--- src/rtl/trdb_pkg.sv ---
// Shared types and constants for the trace stream arbiter.
package trdb_pkg;

  typedef enum logic [2:0] {
    ARB,
    TS_LO,
    TS_HI,
    FLUSH_WAIT,
    FLUSH_DONE
  } trdb_arb_state_e;

  typedef enum logic [1:0] {
    SRC_PKT   = 2'd0,
    SRC_SW    = 2'd1,
    SRC_TIME  = 2'd2,
    SRC_FLUSH = 2'd3
  } trdb_arb_src_e;

  localparam logic [31:0] TRDB_FLUSH_MARKER = 32'hF1A5_0000;

endpackage

--- src/rtl/trdb_arb_out_reg.sv ---
// One-deep valid/ready output register; slot_free tells the arbiter it may load this cycle.
module trdb_arb_out_reg
  import trdb_pkg::*;
(
  input  logic          clk_i,
  input  logic          rst_i,
  input  logic          load_en,
  input  logic [31:0]   load_word,
  input  trdb_arb_src_e load_src,
  input  logic          ready,
  output logic          valid,
  output logic [31:0]   word,
  output trdb_arb_src_e src,
  output logic          slot_free
);

  // The slot frees up either when empty or when the current word leaves this cycle
  assign slot_free = ~valid | ready;

  always_ff @(posedge clk_i) begin
    if (rst_i) begin
      valid <= 1'b0;
      word  <= '0;
      src   <= SRC_PKT;
    end else if (load_en) begin
      valid <= 1'b1;
      word  <= load_word;
      src   <= load_src;
    end else if (ready) begin
      valid <= 1'b0;
    end
  end

endmodule

--- src/rtl/trdb_stream_arbiter.sv ---
// Shares the 32-bit trace stream between packet, software and timestamp words and runs the flush handshake.
// Optional statistics counters are built when TRDB_ARB_STATS_EN is defined.
module trdb_stream_arbiter
  import trdb_pkg::*;
#(
  parameter int unsigned STARVE_LIMIT = 8,
  parameter int unsigned CNT_WIDTH    = 16
) (
  input  logic                 clk_i,
  input  logic                 rst_i,
  input  logic                 enable_i,
  input  logic [31:0]          pkt_word_i,
  input  logic                 pkt_valid_i,
  output logic                 pkt_grant_o,
  input  logic [31:0]          sw_word_i,
  input  logic                 sw_valid_i,
  input  logic                 sw_time_i,
  output logic                 sw_grant_o,
  input  logic [63:0]          timer_i,
  input  logic                 flush_stream_i,
  output logic                 flush_confirm_o,
  output logic [31:0]          out_word_o,
  output logic [1:0]           out_src_o,
  output logic                 out_valid_o,
  input  logic                 out_ready_i,
  output logic [CNT_WIDTH-1:0] stat_pkt_cnt_o,
  output logic [CNT_WIDTH-1:0] stat_sw_cnt_o,
  output logic [CNT_WIDTH-1:0] stat_stall_cnt_o
);

  localparam int unsigned    SCW        = (STARVE_LIMIT < 1) ? 1 : $clog2(STARVE_LIMIT + 1);
  localparam logic [SCW-1:0] STARVE_MAX = SCW'(STARVE_LIMIT);
  localparam bit             STARVE_EN  = (STARVE_LIMIT != 0);

  trdb_arb_state_e state_q, state_d;
  logic [63:0]     ts_q;
  logic [SCW-1:0]  starve_cnt_q;
  logic            starve_hit;

  logic            load_en;
  logic [31:0]     load_word;
  trdb_arb_src_e   load_src;
  logic            pkt_grant, sw_grant, confirm;

  logic            valid_q, slot_free;
  logic [31:0]     word_q;
  trdb_arb_src_e   src_q;

  assign starve_hit = STARVE_EN && (starve_cnt_q == STARVE_MAX) && sw_valid_i && !flush_stream_i;

  trdb_arb_out_reg u_out_reg (
    .clk_i     (clk_i),
    .rst_i     (rst_i),
    .load_en   (load_en),
    .load_word (load_word),
    .load_src  (load_src),
    .ready     (out_ready_i),
    .valid     (valid_q),
    .word      (word_q),
    .src       (src_q),
    .slot_free (slot_free)
  );

  always_comb begin
    state_d   = state_q;
    load_en   = 1'b0;
    load_word = '0;
    load_src  = SRC_PKT;
    pkt_grant = 1'b0;
    sw_grant  = 1'b0;
    confirm   = 1'b0;
    case (state_q)
      ARB: begin
        if (slot_free && enable_i) begin
          if (starve_hit || (!pkt_valid_i && sw_valid_i && !flush_stream_i)) begin
            sw_grant  = 1'b1;
            load_en   = 1'b1;
            load_word = sw_word_i;
            load_src  = SRC_SW;
            if (sw_time_i) state_d = TS_LO;
          end else if (pkt_valid_i) begin
            pkt_grant = 1'b1;
            load_en   = 1'b1;
            load_word = pkt_word_i;
            load_src  = SRC_PKT;
          end else if (flush_stream_i) begin
            load_en   = 1'b1;
            load_word = TRDB_FLUSH_MARKER;
            load_src  = SRC_FLUSH;
            state_d   = FLUSH_WAIT;
          end
        end
      end
      // Timestamp halves go out back to back, ignoring enable and flush
      TS_LO: begin
        if (slot_free) begin
          load_en   = 1'b1;
          load_word = ts_q[31:0];
          load_src  = SRC_TIME;
          state_d   = TS_HI;
        end
      end
      TS_HI: begin
        if (slot_free) begin
          load_en   = 1'b1;
          load_word = ts_q[63:32];
          load_src  = SRC_TIME;
          state_d   = ARB;
        end
      end
      FLUSH_WAIT: begin
        if (valid_q && out_ready_i) begin
          confirm = 1'b1;
          state_d = FLUSH_DONE;
        end
      end
      FLUSH_DONE: state_d = ARB;
      default:    state_d = ARB;
    endcase
  end

  always_ff @(posedge clk_i) begin
    if (rst_i) begin
      state_q <= ARB;
      ts_q    <= '0;
    end else begin
      state_q <= state_d;
      if (sw_grant && sw_time_i) ts_q <= timer_i;
    end
  end

  // Counts packet grants that overtook a waiting software word
  always_ff @(posedge clk_i) begin
    if (rst_i) begin
      starve_cnt_q <= '0;
    end else if (sw_grant || !sw_valid_i) begin
      starve_cnt_q <= '0;
    end else if (pkt_grant && (starve_cnt_q != STARVE_MAX)) begin
      starve_cnt_q <= starve_cnt_q + 1'b1;
    end
  end

  // Reset forces every output low immediately, not only after the clock edge
  assign pkt_grant_o     = pkt_grant & ~rst_i;
  assign sw_grant_o      = sw_grant & ~rst_i;
  assign flush_confirm_o = confirm & ~rst_i;
  assign out_valid_o     = valid_q & ~rst_i;
  assign out_word_o      = rst_i ? 32'd0 : word_q;
  assign out_src_o       = rst_i ? 2'd0 : src_q;

`ifdef TRDB_ARB_STATS_EN
  logic [CNT_WIDTH-1:0] pkt_cnt_q, sw_cnt_q, stall_cnt_q;
  logic                 handshake;

  assign handshake = valid_q & out_ready_i;

  always_ff @(posedge clk_i) begin
    if (rst_i) begin
      pkt_cnt_q   <= '0;
      sw_cnt_q    <= '0;
      stall_cnt_q <= '0;
    end else begin
      if (handshake && (src_q == SRC_PKT) && !(&pkt_cnt_q)) pkt_cnt_q <= pkt_cnt_q + 1'b1;
      if (handshake && (src_q == SRC_SW) && !(&sw_cnt_q)) sw_cnt_q <= sw_cnt_q + 1'b1;
      if (valid_q && !out_ready_i && !(&stall_cnt_q)) stall_cnt_q <= stall_cnt_q + 1'b1;
    end
  end

  assign stat_pkt_cnt_o   = rst_i ? '0 : pkt_cnt_q;
  assign stat_sw_cnt_o    = rst_i ? '0 : sw_cnt_q;
  assign stat_stall_cnt_o = rst_i ? '0 : stall_cnt_q;
`else
  assign stat_pkt_cnt_o   = '0;
  assign stat_sw_cnt_o    = '0;
  assign stat_stall_cnt_o = '0;
`endif

endmodule

--- config.mk ---
export PLATFORM = sky130hd
export DESIGN_NAME = trdb_stream_arbiter
export DESIGN_NICKNAME = d
export VERILOG_FILES = /design/src/rtl/trdb_pkg.sv /design/src/rtl/trdb_arb_out_reg.sv /design/src/rtl/trdb_stream_arbiter.sv
export SDC_FILE = /design/constraint.sdc
export NUM_CORES = 1
export LEC_CHECK = 0
export CAP_MARGIN = 20
export CORE_MARGIN = 1
export CORE_UTILIZATION = 44
export CTS_CLUSTER_DIAMETER = 120
export DETAILED_ROUTE_END_ITERATION = 10
export PLACE_DENSITY = 0.81
export SETUP_SLACK_MARGIN = 0.15
export SYNTH_ARGS = -nofsm -noshare
export SYNTH_HDL_FRONTEND = slang
export SYNTH_HIERARCHICAL = 1
export SYNTH_SLANG_ARGS = --single-unit
--- constraint.sdc ---
create_clock -name clk_i -period 2.9 [get_ports clk_i]
set_clock_uncertainty 0.05 [all_clocks]
set_input_delay 0.725 -clock clk_i [delete_from_list [all_inputs] [get_ports clk_i]]
set_output_delay 0.725 -clock clk_i [all_outputs]
set_load 0.01 [all_outputs]
==> out/results.tsv, run 1 <==
metric	value	unit
grt.total_usage	24.25	%
viasPerCell	5.016	
yosysSeqAreaShare	38.42	%
cts_buffer_depth	2	
pin_count	222	
leakage	2.916	nW
min_path_cells	2	
grt_pass1_wl	24.61	mm
ys_types	40	
antenna_found_initial	1	
coreArea	12110	um2
path_class	primary input to primary output	
fin_nets	977	
post_dp_cell_area	7266	um2
cts_tree	done	
fin_area	7699	um2
cp_num_cells	6	
num_vias	5081	
routed_wl	15.82	mm
path_cells	dlygate4sd2_1, or2b_4, a2111oi_4, inv_2, nor2_1, buf_2	
row_count	40	
numPortBuffers	173	
routabilityCongestion	0.8993	
rsz0062_at_grt	false	
ir_drop	445.8	uV
maxCapViolCount	0	
grt_pass1_vias	4648	
slowest_delay	0.37	ns
cts_root_buf	clkbuf_16	
grt-ovfl-total	0	
period_share	93.53	%
p_per_area	436.6	nW/um2
wire_per_inst	15.62	um
avgSynthCellArea	8.255	um2
firstDrtPassIters	5	
slew_headroom	58.13	%
hold_class	flop to flop	
area_growth	39.40	%
final_max_slew_viol_count	0	
end_kind	primary output	
cp.required	2.12	ns
status	complete, no violations	
path_clk_slew	0.07	ns
drc	0	
final_antenna_net_count	0	
crit_family	buffers and inverters	
cts_buffers	9	
clk_latency	0.35	ns
fmax	368.7	MHz
hold_violations	0	
p_total	3.361	mW
yosys_warnings	6	
h-tree-depth	3	
critPathMaxFanout	2	
slowest_stage	a2111oi_4	
numClockSinks	106	
min_period	2.712	ns
synthesis.instances	669	
initial_core_util	45.60	%
drive_gt1_share	9.360	%
die_h	114.0	um
grt_start_max_net_pins	65	
path_buf_inv	3	
critPathArrivalTime	1.94	ns
setup_viol	0	
drt_iter0_drc	396	
fillerInstances	1071	
dieArea	13000	um2
synth-seq-cells	106	
hpwl	11.37	mm
syn_area	5523	um2
die-width	114.0	um
worstMarginPinSlew	0.6215	ns
reg2regPathDepth	16	
startpoint_type	primary input	
-- layer usage --
layer  global-route usage [%]  part of all wire [%]
met4                    9.091                   2.3
met5                        0                     0
met2                    36.61                    46
met1                    34.98                    46
met3                    3.401                   5.8
-- power breakdown --
part           internal [mW]  switching [mW]  leakage (nW)
combinational          0.343           0.280          1.91
clock                  0.617           0.608         0.149
sequential              1.49          0.0221         0.857
total                   2.45           0.910          2.92
-- kinds of logic after synthesis --
group | synth area share [%]
simple gates | 22.32
compound gates | 19.37
flops | 38.42
buf+inv | 12.55
mux | 6.344
xor+xnor | 0.4758
fa+ha+maj | 0.4530
other cells | 0.06790
-- layout by cell type (no fill, tap or decap), types with 2 or more instances in the layout --
master and instances:
buf_6 2, buf_2 2, nor2_1 66, a221o_1 32, nor4b_1 2, o21ai_0 9
nand4_1 2, nand2b_1 5, conb_1 48, a21oi_2 5, a21oi_1 63, nand3_1 2
nor3_1 4, inv_1 6, a2111oi_4 2, nand4bb_4 2, nor3b_2 2, a22oi_1 32
clkbuf_16 9, inv_6 2, dlymetal6s2s_1 2, inv_8 3, ha_1 2, clkdlybuf4s50_1 164
nor2b_1 40, dlygate4sd2_1 3, buf_12 6, dfxtp_1 106, buf_4 29, xnor2_1 3
nand2_1 133, mux2i_1 35
-- flip-flops by register name (all words and copies together), names as in the netlist --
| name | flops |
|---|---|
| u_out_reg/src | 2 |
| ts_q | 64 |
| u_out_reg/valid | 1 |
| starve_cnt_q | 4 |
| state_q | 3 |
| u_out_reg/word | 32 |
-- worst reg2reg max path, stage by stage, from the launching register on --
cell,delay [ns]
dfxtp_1,0.33
inv_1,0.09
ha_1,0.19
nand3b_4,0.17
a2111oi_4,0.44
inv_2,0.08
buf_4,0.14
buf_4,0.12
buf_4,0.12
buf_4,0.12
buf_4,0.12
buf_4,0.12
buf_4,0.12
buf_4,0.12
nand2_1,0.10
mux2i_1,0.08
nor2_1,0.08
-- repair_timing --
item	CTS	global route
resized for setup	20	6
buffers inserted	8	2
setup endpoints to repair	3	3
pin swaps	3	3
hold buffers	0	0
-- area by class of cell --
cell class,count,area [um2],share of cell area (%)
repair buffers,209,2073,26.93
clock buffers,9,225.2,2.925
clock inverters,7,76.32,0.9914
inverters,8,30.03,0.3901
well taps,168,210.2,2.730
diodes,1,2.502,0.03250
multi-input cells,505,2959,38.44
flip-flops and latches,106,2122,27.56
-- cell usage after synthesis --
master / count / area share (%)
nor2b_1: 40 / 4.5
inv_1: 6 / 0.41
a2111oi_4: 2 / 1.0
a21oi_2: 5 / 0.79
nor3b_1: 1 / 0.14
clkbuf_1: 30 / 2.0
nor3b_2: 2 / 0.45
a32oi_1: 1 / 0.16
and4bb_2: 1 / 0.23
a22oi_1: 32 / 4.3
a2111o_1: 1 / 0.20
nand3_1: 2 / 0.18
nand2b_1: 6 / 0.68
a21oi_1: 63 / 5.7
buf_2: 8 / 0.72
nor2_1: 67 / 4.6
conb_1: 1 / 0.068
nor4b_1: 3 / 0.48
nand3b_2: 1 / 0.20
or3b_2: 1 / 0.16
nand4_1: 2 / 0.23
clkinv_1: 1 / 0.068
mux2i_1: 35 / 6.3
a221o_1: 32 / 5.8
nor3_1: 4 / 0.36
o21ai_0: 10 / 0.91
ha_1: 2 / 0.45
buf_6: 8 / 1.6
a311oi_1: 1 / 0.16
inv_2: 1 / 0.068
nand2_1: 134 / 9.1
xnor2_1: 3 / 0.48
buf_4: 48 / 6.5
nand4bb_1: 1 / 0.20
dfxtp_1: 106 / 38
or2b_2: 2 / 0.32
buf_12: 3 / 1.1
a2111oi_0: 1 / 0.16
a21o_1: 1 / 0.14
nand4bb_4: 1 / 0.50
-- through the flow --
step | TNS [ns] | hold slack (ns) | worst slack, ns | utilization [%] | instances
finish | 0 | 0.4029 | 0.1877 | 63.56 | 1013
detailed placement | -1.247 | 0.3949 | -0.5413 | 59.99 | 986
global route | 0 | 0.4227 | 0.1178 | 63.56 | 1013
floorplan | 0 | 0.3815 | 0.1647 | - | 716
global placement | -1.170 | 0.3881 | -0.5397 | 59.99 | 986
CTS | 0 | 0.4037 | 0.02948 | 63.22 | 1010
-- final timing paths --
path | startpoint | slack, ns | to
worst max-delay path | sw_valid_i | 0.19 | sw_grant_o
worst min-delay path | ts_q[52] | 0.40 | ts_q[52]
worst max register to register | starve_cnt_q[0] | 0.28 | u_out_reg/src[0]
worst min register to register | ts_q[52] | 0.40 | ts_q[52]
(Power assumes the default switching activity.)
==> run 2: changes to the inputs <==
--- a/config.mk
+++ b/config.mk
@@ -12,6 +12,7 @@
 export DETAILED_ROUTE_END_ITERATION = 10
 export PLACE_DENSITY = 0.81
 export SETUP_SLACK_MARGIN = 0.15
+export SKIP_CTS_REPAIR_TIMING = 1
 export SYNTH_ARGS = -nofsm -noshare
 export SYNTH_HDL_FRONTEND = slang
 export SYNTH_HIERARCHICAL = 1
==> out/results.tsv, run 2 (synthesis gave the netlist of run 1 again) <==
metric	value	unit	change
num_vias	5069		-0.24%
min_path_cells	2		unchanged
reg2regPathDepth	8		-8
p_per_area	437.8	nW/um2	+0.29%
slew_headroom	58.14	%	about the same
drc	0		unchanged
cts_buffers	9		unchanged
slowest_stage	clkdlybuf4s50_1		
finish.utilization	63.19	%	-0.37 points
drt_iter0_drc	402		+1.5%
critPathMaxFanout	3		+1
critPathArrivalTime	1.94	ns	about the same
initial_core_util	45.60	%	unchanged
numPortBuffers	173		unchanged
post_dp_cell_area	7266	um2	unchanged
grt.busiest_layer	met2		
grt.met1_usage	34.82	%	-0.17 points
final_antenna_net_count	0		unchanged
maxCapViolCount	0		unchanged
slowest_delay	0.51	ns	+0.14 ns
rrSetupSlack	0.72	ns	+0.44 ns
startpoint_type	primary input		
rr_endpoint	u_out_reg/word[27]		
routed_wl	15.68	mm	-0.89%
min-delay-start	ts_q[52]		
clk_latency	0.34	ns	about the same
worstMarginPinSlew	0.6214	ns	-0.0001721 ns
hpwl	11.37	mm	unchanged
grt_pass1_vias	4593		-1.2%
rsz0062_at_grt	false		
fmax	368.0	MHz	-0.19%
setup_viol	0		unchanged
cp.required	2.12	ns	about the same
largest_reg_flops	64		unchanged
routabilityCongestion	0.8993		unchanged
cts_buffer_depth	2		unchanged
final_cell_mix	clkdlybuf4s50_1, nand2_1, dfxtp_1		
end_kind	primary output		
status	complete, no violations		
path_cells	clkdlybuf4s50_1, a2111oi_4, inv_2, nor2_2, buf_2		
reg_top3	ts_q: 64 flops, u_out_reg/word: 32 flops, starve_cnt_q: 4 flops		
grt_start_max_net_pins	65		unchanged
path_clk_slew	0.07	ns	about the same
firstDrtPassIters	5		unchanged
hold_violations	0		unchanged
ir_drop	440.1	uV	-1.3%
fin_area	7654	um2	-0.59%
die_h	114.0	um	unchanged
grt_util_met2	35.68	%	-0.93 points
worstReg2RegStart	starve_cnt_q[0]		
path_class	primary input to primary output		
viasPerCell	5.039		+0.46%
pin_count	222		unchanged
period_share	93.70	%	+0.17 points
row_count	40		unchanged
cts_root_buf	clkbuf_16		
area_growth	38.58	%	
leakage	2.893	nW	-0.80%
numClockSinks	106		unchanged
antenna_found_initial	1		unchanged
final_max_slew_viol_count	0		unchanged
grt_pass1_wl	24.19	mm	-1.7%
min_period	2.717	ns	+0.005047 ns
drive_gt1_share	8.722	%	-0.64 points
grt.total_usage	23.85	%	-0.40 points
hold_class	flop to flop		
die-width	114.0	um	unchanged
fin_nets	970		-0.72%
mostFrequentLayoutCell	clkdlybuf4s50_1		
dieArea	13000	um2	unchanged
grt-ovfl-total	0		unchanged
coreArea	12110	um2	unchanged
wire_per_inst	15.59	um	-0.20%
hold_path_end	ts_q[52]		
grt_use_met3	3.029	%	-0.37 points
cts_tree	done		
h-tree-depth	3		unchanged
regMostFlops	ts_q		
fin_hold_ws	0.4029	ns	-0.00003500 ns
-- run 2: worst max-delay path, delay by kind of cell --
| family | cells | cell delay (ns) |
|---|---|---|
| AND/OR/NAND/NOR | 1 | 0.11 |
| buffers and inverters | 3 | 0.72 |
| AO/OA/AOI/OAI | 1 | 0.37 |
-- run 2: area by class of cell --
class | instances | area (um2)
fill | 1081 | 4458
multi-input combinational | 505 | 2962
sequential | 106 | 2122
timing repair buffer | 202 | 2026
clock buffer | 9 | 225.2
tap | 168 | 210.2
clock inverter | 7 | 76.32
inverter | 8 | 30.03
antenna | 1 | 2.502
-- run 2: layer usage --
layer | routed length, um | up-vias
li1 | - | 2517
met1 | 7212 | 2321
met2 | 7242 | 208
met3 | 908 | 23
met4 | 315 | 0
met5 | 0 | -
-- run 2: worst max-delay path by stage --
stage	start	slack (ns)	endpoint
2_1_floorplan	out_ready_i	0.16	pkt_grant_o
3_3_place_gp	out_ready_i	-0.54	pkt_grant_o
4_1_cts	out_ready_i	-0.55	pkt_grant_o
5_1_grt	pkt_valid_i	0.11	sw_grant_o
3_5_place_dp	out_ready_i	-0.54	pkt_grant_o
6_report	pkt_valid_i	0.18	sw_grant_o
-- run 2: where the power goes --
group | total (mW) | switching (mW) | internal (mW)
Combinational | 0.619 | 0.278 | 0.340
Clock | 1.22 | 0.602 | 0.617
Sequential | 1.51 | 0.0223 | 1.49
-- run 2: metrics by stage --
stage / power, mW / cells / worst slack, ns / TNS [ns]
2_1_floorplan: 1.908 / 716 / 0.1647 / 0
3_3_place_gp: 2.146 / 986 / -0.5397 / -1.170
3_5_place_dp: 2.150 / 986 / -0.5413 / -1.247
4_1_cts: 3.364 / 1002 / -0.5533 / -1.244
5_1_grt: 3.491 / 1006 / 0.1142 / 0
6_report: 3.351 / 1006 / 0.1827 / 0
==> run 3: changes to the inputs <==
--- a/config.mk
+++ b/config.mk
@@ -8,12 +8,12 @@
 export CAP_MARGIN = 20
 export CORE_MARGIN = 1
 export CORE_UTILIZATION = 44
+export CTS_BUF_LIST = sky130_fd_sc_hd__clkbuf_8
 export CTS_CLUSTER_DIAMETER = 120
 export DETAILED_ROUTE_END_ITERATION = 10
-export PLACE_DENSITY = 0.81
+export PLACE_DENSITY = 0.82
 export SETUP_SLACK_MARGIN = 0.15
 export SKIP_CTS_REPAIR_TIMING = 1
 export SYNTH_ARGS = -nofsm -noshare
 export SYNTH_HDL_FRONTEND = slang
-export SYNTH_HIERARCHICAL = 1
 export SYNTH_SLANG_ARGS = --single-unit
==> out/results.tsv, run 3 <==
metric	value	unit	change
dieArea	12470	um2	-4.1%
setup_viol	0		unchanged
synthTopCellsByArea	dfxtp_1, nand2_1, buf_4		
clkPwrFrac	26.7	%	-9.7 points
pin_count	222		unchanged
yosys_warnings	0		-6
switching_share	31.50	%	+4.6 points
yosysMostFrequentCell	nand2_1		
die_h	111.7	um	-2.1%
synth_top_family_by_area	compound AO/OA/AOI/OAI gates		
wire_per_inst	16.07	um	+3.1%
placedCellCount	933		-5.4%
routed_wl	15.25	mm	-2.8%
end_kind	primary output		
synth_compound_area_share	25.97	%	+6.6 points
synthXorXnorAreaFrac	0.4967	%	+0.021 points
period_share	93.58	%	-0.12 points
grt_pass1_vias	4888		+6.4%
die-width	111.7	um	-2.1%
area_growth	35.10	%	
power_frac_comb	25.9	%	+7.4 points
instances_no_fill	949		-5.7%
synthesis.instances	649		-3.0%
syn_area	5290	um2	-4.2%
avgSynthCellArea	8.151	um2	-1.3%
synth_mux_area_share	0.1892	%	-6.2 points
num_vias	5171		+2.0%
antenna_found_initial	0		-1
violations	DRC		
drc	12		+12
critPathArrivalTime	1.94	ns	about the same
grt_pass1_wl	23.74	mm	-1.9%
rrSetupSlack	0.79	ns	+0.07 ns
initial_core_util	45.74	%	+0.14 points
fin_nets	939		-3.2%
mostFrequentLayoutCell	clkdlybuf4s50_1		
largest_reg_flops	64		unchanged
firstDrtPassIters	9		+4
synthAdderAreaFrac	0.4730	%	+0.020 points
p_per_area	463.9	nW/um2	+6.0%
wl_met3	877	um	-3.4%
grt_start_max_net_pins	65		unchanged
synth-simple-area-share	20.03	%	-2.3 points
cts_buffers	9		unchanged
ir_drop	322.1	uV	-27%
hpwl	11.32	mm	-0.47%
final_max_slew_viol_count	0		unchanged
yosysSeqAreaShare	40.11	%	+1.7 points
cts_buffer_depth	2		unchanged
clk_latency	0.36	ns	+0.02 ns
cts_root_buf	clkbuf_8		
grt-ovfl-total	0		unchanged
synth_top_area_share	40.11	%	+1.7 points
slew_headroom	47.66	%	-10 points
diodes	0		-1
fin_hold_ws	0.4106	ns	+0.007689 ns
synth.cells.most_frequent	nand2_1, dfxtp_1, a21oi_1		
wl_met2	7.296	mm	+0.75%
numPortBuffers	173		unchanged
met1_length	6.620	mm	-8.2%
routabilityCongestion	0.8952		-0.46%
highest-signal-layer	met4		
power.internal	2.271	mW	-7.2%
ys_types	46		+15%
critPathMaxFanout	27		+24
p_total	3.315	mW	-1.1%
regMostFlops	ts_q		
final_cell_mix	clkdlybuf4s50_1, nand2_1, dfxtp_1		
coreArea	11560	um2	-4.5%
worstMarginPinSlew	0.7822	ns	+0.1609 ns
hold_class	flop to flop		
maxCapViolCount	0		unchanged
cp.required	2.12	ns	about the same
synth_edf_count	0		unchanged
path_clk_slew	0.10	ns	+0.03 ns
startpoint_type	primary input		
drive_gt1_share	6.824	%	-1.9 points
path_class	primary input to primary output		
synth_top_flop_cell	dfxtp_1		
min_period	2.714	ns	-0.003476 ns
numClockSinks	106		unchanged
cts_tree	done		
row_count	39		-2.5%
final_antenna_net_count	0		unchanged
finish.utilization	61.80	%	-1.4 points
h-tree-depth	3		unchanged
grt.total_usage	24.01	%	+0.16 points
final.setup.tns	0	ns	unchanged
async_flop_share	0	%	unchanged
viasPerCell	5.449		+8.1%
yosys.area.top_type	dfxtp_1		
status	finished with violations		
fmax	368.5	MHz	+0.13%
p_sw	1.044	mW	+16%
leakage	2.559	nW	-12%
drt_iter0_drc	530		+32%
rsz0062_at_grt	true		
reg_top3	ts_q: 64 flops, u_out_reg.word: 32 flops, starve_cnt_q: 4 flops		
hold_violations	0		unchanged
synth-seq-cells	106		unchanged
seqPwrFrac	47.4	%	+2.2 points
[run 3: cell type report]
class                           count  area (um2)
Clock buffer                        9       123.9
Clock inverter                      7       70.07
Fill cell                        1028        4418
Inverter                            5       18.77
Multi-Input combinational cell    483        2686
Sequential cell                   106        2122
Tap cell                          143       178.9
Timing Repair Buffer              196        1947
[run 3: worst max-delay path, cell delays in order]
cell and delay [ns]:
buf_4 0.18, buf_12 0.18, nor2b_1 0.24, clkdlybuf4s50_1 0.60
[run 3: routing by layer]
layer | track usage [%] | up-vias
met5 | 0 | -
met4 | 10.45 | 0
met3 | 2.940 | 42
met1 | 31.63 | 2415
li1 | - | 2493
met2 | 39.54 | 221
[run 3: stage by stage]
stage | instance area (um2) | worst slack [ns]
6_report | 7147 | 0.1861
5_1_grt | 7147 | 0.1361
4_1_cts | 7139 | -0.1828
3_5_place_dp | 6945 | -0.1731
3_3_place_gp | 6945 | -0.1547
2_1_floorplan | 5466 | 0.4513
[run 3: path summary, 6_finish.rpt]
check | from | endpoint | cells after the start
setup / recovery | rst_i | out_word_o[17] | 4
hold / removal | ts_q[55] | ts_q[55] | 2
setup reg to reg | starve_cnt_q[0] | ts_q[26] | 8
hold reg to reg | ts_q[55] | ts_q[55] | 2
[run 3: cell families after synthesis]
kind of cell / after synthesis
AO/OA/AOI/OAI: 198
XOR/XNOR: 3
adder cells (fa/ha/maj): 2
buffers and inverters: 107
flip-flops: 106
multiplexers: 1
other: 1
AND/OR/NAND/NOR: 231
[run 3: power groups by stage]
| stage | clock (mW) | combinational, mW | sequential, mW |
|---|---|---|---|
| after floorplan | 0 | 0.531 | 1.59 |
| after global placement | 0 | 0.834 | 1.60 |
| after detailed placement | 0 | 0.853 | 1.60 |
| after CTS | 0.898 | 0.856 | 1.57 |
| after global routing | 0.960 | 0.926 | 1.58 |
| final | 0.886 | 0.859 | 1.57 |
